$ cat src/rtl/sdram_burst_arb_pkg.sv
// Shared definitions for the SDRAM burst arbiter: command and state encodings,
// sys_addr field positions and the default burst length.
package sdram_burst_arb_pkg;

    localparam logic [1:0] CMD_IDLE = 2'b00;
    localparam logic [1:0] CMD_WR   = 2'b01;
    localparam logic [1:0] CMD_RD   = 2'b10;

    typedef enum logic [1:0] {
        ST_IDLE = 2'b00,
        ST_WR   = 2'b01,
        ST_RD   = 2'b10,
        ST_GAP  = 2'b11
    } arb_state_t;

    typedef enum logic {
        GRANT_WR = 1'b0,
        GRANT_RD = 1'b1
    } grant_t;

    localparam int BANK_MSB = 21;
    localparam int BANK_LSB = 20;
    localparam int ROW_MSB  = 19;
    localparam int ROW_LSB  = 8;
    localparam int COL_MSB  = 7;
    localparam int COL_LSB  = 0;

    localparam int DEF_BURST_LEN = 4;

    function automatic logic [1:0] addr_bank(input logic [21:0] addr);
        return addr[BANK_MSB:BANK_LSB];
    endfunction

    function automatic logic [11:0] addr_row(input logic [21:0] addr);
        return addr[ROW_MSB:ROW_LSB];
    endfunction

    function automatic logic [7:0] addr_col(input logic [21:0] addr);
        return addr[COL_MSB:COL_LSB];
    endfunction

endpackage

$ cat src/rtl/sdram_burst_arb_addr_ptr.sv
// Auto-incrementing burst address pointer over a [base, lim) region; wraps to
// base and pulses wrap for one cycle. A load always wins over an advance.
module sdram_addr_ptr
    import sdram_burst_arb_pkg::*;
#(
    parameter int ADDR_W    = 22,
    parameter int BURST_LEN = DEF_BURST_LEN
) (
    input  logic              clk,
    input  logic              rst,
    input  logic              load,
    input  logic              advance,
    input  logic [ADDR_W-1:0] base,
    input  logic [ADDR_W-1:0] lim,
    output logic [ADDR_W-1:0] addr,
    output logic              wrap
);

    logic [ADDR_W-1:0] addr_r;
    logic              wrap_r;
    logic [ADDR_W:0]   sum_s;
    logic              at_end_s;

    // One extra bit so a pointer near the top of the address space cannot alias past lim
    assign sum_s    = {1'b0, addr_r} + (ADDR_W+1)'(BURST_LEN);
    assign at_end_s = (sum_s >= {1'b0, lim});

    // Pointer and wrap-pulse register
    always_ff @(posedge clk or posedge rst) begin
        if (rst) begin
            addr_r <= {ADDR_W{1'b0}};
            wrap_r <= 1'b0;
        end else if (load) begin
            addr_r <= base;
            wrap_r <= 1'b0;
        end else if (advance) begin
            if (at_end_s) begin
                addr_r <= base;
                wrap_r <= 1'b1;
            end else begin
                addr_r <= sum_s[ADDR_W-1:0];
                wrap_r <= 1'b0;
            end
        end else begin
            wrap_r <= 1'b0;
        end
    end

    assign addr = addr_r;
    assign wrap = wrap_r;

endmodule

$ cat src/rtl/sdram_burst_arb.sv
// Burst-write/burst-read arbiter feeding the SDRAM command sequencer.
// Optional ack watchdog enabled by defining SDRAM_ARB_WDOG_EN.
module sdram_burst_arb
    import sdram_burst_arb_pkg::*;
#(
    parameter int ADDR_W      = 22,
    parameter int LVL_W       = 9,
    parameter int BURST_LEN   = DEF_BURST_LEN,
    parameter int RFIFO_DEPTH = 256,
    parameter int WDOG_CYCLES = 64
) (
    input  logic              clk,
    input  logic              rst,
    input  logic              sdram_init_done,
    input  logic              wr_en,
    input  logic              rd_en,
    input  logic [LVL_W-1:0]  wfifo_level,
    input  logic [LVL_W-1:0]  rfifo_level,
    input  logic [ADDR_W-1:0] wr_base,
    input  logic [ADDR_W-1:0] wr_end,
    input  logic [ADDR_W-1:0] rd_base,
    input  logic [ADDR_W-1:0] rd_end,
    input  logic              wr_load,
    input  logic              rd_load,
    input  logic              cmd_ack,
    output logic [1:0]        ctrl_cmd,
    output logic [ADDR_W-1:0] sys_addr,
    output logic              busy,
    output logic              wr_wrap,
    output logic              rd_wrap,
    output logic              wdog_err
);

    localparam logic [LVL_W:0] WR_MIN_C = (LVL_W+1)'(BURST_LEN);
    localparam logic [LVL_W:0] RD_MAX_C = (LVL_W+1)'(RFIFO_DEPTH - BURST_LEN);

    arb_state_t        state_r, state_nxt_s;
    grant_t            last_grant_r, grant_nxt_s;
    logic [1:0]        ctrl_cmd_r, cmd_nxt_s;
    logic [ADDR_W-1:0] sys_addr_r, addr_nxt_s;
    logic              busy_r, busy_nxt_s;
    logic              wr_rdy_s, rd_rdy_s;
    logic              wr_adv_s, rd_adv_s;
    logic              wdog_to_s;
    logic [ADDR_W-1:0] wr_addr_s, rd_addr_s;

    assign wr_rdy_s = wr_en & sdram_init_done & ({1'b0, wfifo_level} >= WR_MIN_C);
    assign rd_rdy_s = rd_en & sdram_init_done & ({1'b0, rfifo_level} <= RD_MAX_C);

    sdram_addr_ptr #(.ADDR_W(ADDR_W), .BURST_LEN(BURST_LEN)) u_wr_ptr (
        .clk     (clk),
        .rst     (rst),
        .load    (wr_load),
        .advance (wr_adv_s),
        .base    (wr_base),
        .lim     (wr_end),
        .addr    (wr_addr_s),
        .wrap    (wr_wrap)
    );

    sdram_addr_ptr #(.ADDR_W(ADDR_W), .BURST_LEN(BURST_LEN)) u_rd_ptr (
        .clk     (clk),
        .rst     (rst),
        .load    (rd_load),
        .advance (rd_adv_s),
        .base    (rd_base),
        .lim     (rd_end),
        .addr    (rd_addr_s),
        .wrap    (rd_wrap)
    );

`ifdef SDRAM_ARB_WDOG_EN
    localparam int                WDOG_W      = $clog2(WDOG_CYCLES);
    localparam logic [WDOG_W-1:0] WDOG_LAST_C = WDOG_W'(WDOG_CYCLES - 1);

    logic [WDOG_W-1:0] wdog_cnt_r;
    logic              wdog_err_r;
    logic              in_burst_s;

    assign in_burst_s = (state_r == ST_WR) || (state_r == ST_RD);
    assign wdog_to_s  = in_burst_s && (wdog_cnt_r == WDOG_LAST_C);

    // Ack-timeout counter and sticky error flag
    always_ff @(posedge clk or posedge rst) begin
        if (rst) begin
            wdog_cnt_r <= {WDOG_W{1'b0}};
            wdog_err_r <= 1'b0;
        end else begin
            if (in_burst_s && !cmd_ack && !wdog_to_s) begin
                wdog_cnt_r <= wdog_cnt_r + WDOG_W'(1);
            end else begin
                wdog_cnt_r <= {WDOG_W{1'b0}};
            end
            if (wdog_to_s && !cmd_ack) begin
                wdog_err_r <= 1'b1;
            end else begin
                wdog_err_r <= wdog_err_r;
            end
        end
    end

    assign wdog_err = wdog_err_r;
`else
    assign wdog_to_s = 1'b0;
    // Constant 0 for any legal WDOG_CYCLES
    assign wdog_err  = (WDOG_CYCLES < 0);
`endif

    // Next-state, grant and registered-output decode
    always_comb begin
        state_nxt_s = state_r;
        grant_nxt_s = last_grant_r;
        cmd_nxt_s   = ctrl_cmd_r;
        addr_nxt_s  = sys_addr_r;
        busy_nxt_s  = busy_r;
        wr_adv_s    = 1'b0;
        rd_adv_s    = 1'b0;
        case (state_r)
            ST_IDLE: begin
                if (wr_rdy_s && (!rd_rdy_s || (last_grant_r == GRANT_RD))) begin
                    state_nxt_s = ST_WR;
                    grant_nxt_s = GRANT_WR;
                    cmd_nxt_s   = CMD_WR;
                    addr_nxt_s  = wr_addr_s;
                    busy_nxt_s  = 1'b1;
                end else if (rd_rdy_s) begin
                    state_nxt_s = ST_RD;
                    grant_nxt_s = GRANT_RD;
                    cmd_nxt_s   = CMD_RD;
                    addr_nxt_s  = rd_addr_s;
                    busy_nxt_s  = 1'b1;
                end else begin
                    state_nxt_s = ST_IDLE;
                end
            end
            ST_WR, ST_RD: begin
                if (cmd_ack || wdog_to_s) begin
                    state_nxt_s = ST_GAP;
                    cmd_nxt_s   = CMD_IDLE;
                    busy_nxt_s  = 1'b0;
                    wr_adv_s    = cmd_ack && (state_r == ST_WR);
                    rd_adv_s    = cmd_ack && (state_r == ST_RD);
                end else begin
                    state_nxt_s = state_r;
                end
            end
            ST_GAP: begin
                state_nxt_s = ST_IDLE;
            end
            default: begin
                state_nxt_s = ST_IDLE;
                cmd_nxt_s   = CMD_IDLE;
                busy_nxt_s  = 1'b0;
            end
        endcase
    end

    // State and output registers
    always_ff @(posedge clk or posedge rst) begin
        if (rst) begin
            state_r      <= ST_IDLE;
            last_grant_r <= GRANT_RD;
            ctrl_cmd_r   <= CMD_IDLE;
            sys_addr_r   <= {ADDR_W{1'b0}};
            busy_r       <= 1'b0;
        end else begin
            state_r      <= state_nxt_s;
            last_grant_r <= grant_nxt_s;
            ctrl_cmd_r   <= cmd_nxt_s;
            sys_addr_r   <= addr_nxt_s;
            busy_r       <= busy_nxt_s;
        end
    end

    assign ctrl_cmd = ctrl_cmd_r;
    assign sys_addr = sys_addr_r;
    assign busy     = busy_r;

endmodule

$ cat config.mk
export PLATFORM = sky130hd
export DESIGN_NAME = sdram_burst_arb
export DESIGN_NICKNAME = d
export VERILOG_FILES = /design/src/rtl/sdram_burst_arb_pkg.sv /design/src/rtl/sdram_burst_arb_addr_ptr.sv /design/src/rtl/sdram_burst_arb.sv
export SDC_FILE = /design/constraint.sdc
export NUM_CORES = 1
export LEC_CHECK = 0
export BUFFER_PORTS_ARGS = -buffer_cell sky130_fd_sc_hd__buf_2
export CAP_MARGIN = 20
export CORE_ASPECT_RATIO = 2
export CORE_MARGIN = 4
export CORE_UTILIZATION = 55
export CTS_BUF_LIST = sky130_fd_sc_hd__clkbuf_4
export CTS_CLUSTER_DIAMETER = 150
export CTS_CLUSTER_SIZE = 14
export DETAILED_ROUTE_END_ITERATION = 10
export GPL_TIMING_DRIVEN = 0
export PLACE_DENSITY = 0.87
export SLEW_MARGIN = 20
export SYNTH_ARGS = -nofsm -noshare
export SYNTH_HDL_FRONTEND = slang
export SYNTH_SLANG_ARGS = --single-unit
$ cat constraint.sdc
create_clock -name clk -period 7.45 [get_ports clk]
set_input_delay 1.49 -clock clk [delete_from_list [all_inputs] [get_ports clk]]
set_output_delay 1.49 -clock clk [all_outputs]
set_load 0.05 [all_outputs]
==> flow_summary_export.csv <==
group,metric,value,unit
worst_setup_path,reg2reg_from,"u_rd_ptr.addr[4]",
status,status,"finished clean",
timing,setup_viol_count_final,0,
synth,async_reset_ff_frac,1.00,
die,rows,52,
detailed_routing,wl_per_cell,18.1,um
synth,syn_inst,656,
clock_network,cts-buffers-inserted,9,
pwr,p_per_area,306,nW/um2
detailed_routing,postRouteAntennaNets,0,
detailed_routing,drt_iter0_drc,306,
worst_setup_path,cp-start-kind,"flip-flop",
detailed_routing,routed_wl,17.1,mm
grt,grt_max_degree,47,
worst_setup_path,reg2reg_to,"u_rd_ptr.addr[2]",
clock_network,post_cts_buffers,0,
worst_setup_path,reg2reg_depth,15,
synth,syn-cell-area,5730,um2
clock_network,cts_buffer_depth,2,
timing,fin_tns_setup,0,ns
grt,grt_first_pass_wirelength,26.9,mm
worst_setup_path,required,7.81,ns
die,die_w,80.2,um
die,start_util,0.565,
pwr,peakVddDrop,0.000154,V
synth,synth.lib_cells_used.distinct,78,
worst_setup_path,critPathMaxFanout,10,
timing,finalClockSkew,0.0152,ns
synth,ys_ff_latch,74,
finish,final_cell_area,6770,um2
die,die_h,152,um
detailed_routing,first_pass_iters,6,
hold_path,hold_end,"last_grant_r",
detailed_routing,drc,0,
synth,yosysSeqAreaShare,0.323,
worst_setup_path,cp.arrival,5.03,ns
synth,syn_avg_cell_area,8.74,um2
hold_path,hold_path_depth,2,
grt,grt_usage,0.281,
clock_network,cts_root_buf,"clkbuf_4",
clock_network,tritoncts,"done",
grt,antenna_found_initial,1,
grt,grt_overflow,0,
timing,whs,0.487,ns
timing,fin_crit_sh,0.627,
run,max_cap_viol_count,0,
finish,areaGrowthSynthToFinish,18.1,%
clock_network,clock_latency,0.44,ns
clock_network,holdBufCountCts,0,
synth,yosysWarningCount,0,
finish,postLayoutCoreUtil,0.667,
timing,relSlewSlack,0.235,
detailed_routing,via_per_inst,5.89,
place,dp_hpwl,13.9,mm
worst_setup_path,crit_type,"flip-flop to flip-flop",
place,gp_congestion,0.925,
hold_path,min_from,"last_grant_r",
finish,final_cell_mix,"buf_2 (143), dfrtp_1 (73), nand2_1 (69), inv_1 (68), ha_1 (50)",
worst_setup_path,rrSetupSlack,2.78,ns
timing,report.final.slew_viol_count,0,
finish,nets,968,
die,core,10100,um2
timing,setup_slack,2.78,ns
die,die_area,12200,um2
timing,fmax,214,MHz
synth,syn_nets,820,
timing,final-hold-violation-count,0,
die,io-pin-count,142,
finish,final_common_cell,"buf_2",
clock_network,ctsResizeCount,0,
pwr,p_leak,3.48,nW
clock_network,numClockSinks,74,
synth,synth_ff_type,"dfrtp_1",
synth,synth_edf_count,0,
timing,period_minus_slack,4.67,ns
place,numPortBuffers,136,
detailed_routing,vias,5567,
clock_network,path_clk_slew,0.13,ns
grt,first_global_vias,5771,
clock_network,h-tree-depth,3,
place,dpl-instance-area,6610,um2
finish,drive_gt1_frac,0.246,
worst_setup_path,cp-end-kind,"flip-flop",
hold_path,hp-class,"flip-flop to flip-flop",
place,dp_worst_setup_slack,2.83,ns
timing,worstMarginPinSlew,1.14,ns
timing,rsz0062_at_grt,"false",
## worst max-delay path, stage by stage, from the launching register on
cell,delay (ns)
dfrtp_1,0.53
and3_1,0.34
nand3_1,0.26
nor4_1,0.70
nand4b_1,0.24
nand2_1,0.15
ha_1,0.14
nand3_1,0.14
nor4_2,0.64
a221oi_1,0.16
and4b_1,0.30
buf_6,0.16
a31oi_4,0.41
buf_6,0.23
a22oi_1,0.09
o21ai_0,0.09
## sequential cells by signal, indices dropped and copies added (netlist names)
signal         flops
last_grant_r       1
sys_addr          22
ctrl_cmd           2
u_wr_ptr.addr     22
u_wr_ptr.wrap      1
u_rd_ptr.wrap      1
u_rd_ptr.addr     22
busy               1
state_r            2
## stage by stage
| step | cells | total power (W) |
|---|---|---|
| 2_1_floorplan | 656 | 0.00147 |
| 3_3_place_gp | 927 | 0.00172 |
| 3_5_place_dp | 928 | 0.00178 |
| 4_1_cts | 944 | 0.00206 |
| 5_1_grt | 945 | 0.00220 |
| 6_report | 945 | 0.00207 |
## logic make-up after synthesis
family	Yosys count	share of synthesized area
xor+xnor	32	0.0489
flops	74	0.323
simple gates	204	0.181
buf+inv	98	0.0799
other cells	1	0.000654
fa+ha+maj	50	0.109
mux	28	0.0496
compound gates	169	0.207
## how the worst max path moves through the flow
stage / endpoint / startpoint / cells past startpoint / slack (ns)
5_1_grt: u_rd_ptr.addr[2] / u_rd_ptr.addr[4] / 15 / 2.64
6_report: u_rd_ptr.addr[2] / u_rd_ptr.addr[4] / 15 / 2.78
4_1_cts: u_rd_ptr.addr[1] / u_rd_ptr.addr[4] / 14 / 2.80
2_1_floorplan: u_rd_ptr.addr[1] / u_rd_ptr.addr[7] / 15 / 3.77
3_5_place_dp: u_rd_ptr.addr[1] / u_rd_ptr.addr[4] / 14 / 2.83
3_3_place_gp: u_rd_ptr.addr[1] / u_rd_ptr.addr[4] / 14 / 2.91
## routing by layer
metal,part of all wire,track usage,vias up
met4,0.061,0.183,0
met3,0.052,0.0426,72
met1,0.34,0.286,2619
met5,0,0,-
li1,-,-,2633
met2,0.55,0.509,243
## report_power, final
group / total, W / internal [W] / leakage (nW) / switching (W)
registers: 0.000688 / 0.000540 / 0.901 / 0.000148
clock network: 0.000288 / 0.000138 / 0.0838 / 0.000150
logic: 0.00110 / 0.000391 / 2.50 / 0.000705
## Yosys cell counts (all sizes together), types with 2 or more instances
| cell | instances | area [um2] |
|---|---|---|
| mux2i | 25 | 250 |
| buf | 15 | 106 |
| xnor2 | 21 | 184 |
| o221ai | 3 | 26.3 |
| xor2 | 11 | 96.3 |
| a21oi | 39 | 206 |
| nor2 | 45 | 171 |
| and4 | 2 | 21.3 |
| nor3 | 8 | 50.1 |
| a221o | 5 | 55.1 |
| o22ai | 3 | 18.8 |
| a211o | 2 | 18.8 |
| or3 | 2 | 13.8 |
| clkbuf | 13 | 60.1 |
| ha | 50 | 626 |
| inv | 69 | 259 |
| o311ai | 2 | 42.6 |
| nor4 | 12 | 103 |
| nand4 | 15 | 109 |
| dfrtp | 73 | 1830 |
| o211ai | 2 | 15.0 |
| a22o | 7 | 61.3 |
| o31ai | 4 | 30.0 |
| or2 | 2 | 12.5 |
| nand2 | 69 | 259 |
| a211oi | 4 | 30.0 |
| a2bb2oi | 9 | 78.8 |
| nand3 | 28 | 150 |
| a21boi | 3 | 22.5 |
| o31a | 3 | 26.3 |
| a21o | 14 | 106 |
| a22oi | 5 | 37.5 |
| nand2b | 4 | 25.0 |
| o21ai | 44 | 220 |
| mux2 | 3 | 33.8 |
| o32a | 2 | 20.0 |
| and3 | 8 | 50.1 |
| o22a | 6 | 52.6 |
| nand3b | 3 | 22.5 |
| a31oi | 4 | 40.0 |
## cell type report
type / instances / area [um2]
Multi-Input combinational cell: 484 / 3420
Tap cell: 135 / 169
Inverter: 69 / 262
Clock inverter: 6 / 81.3
Clock buffer: 10 / 75.1
Buffer: 29 / 199
Fill cell: 862 / 3380
Timing Repair Buffer: 137 / 708
Antenna cell: 1 / 2.50
Sequential cell: 74 / 1850
Power figures use the tool's default switching activity.
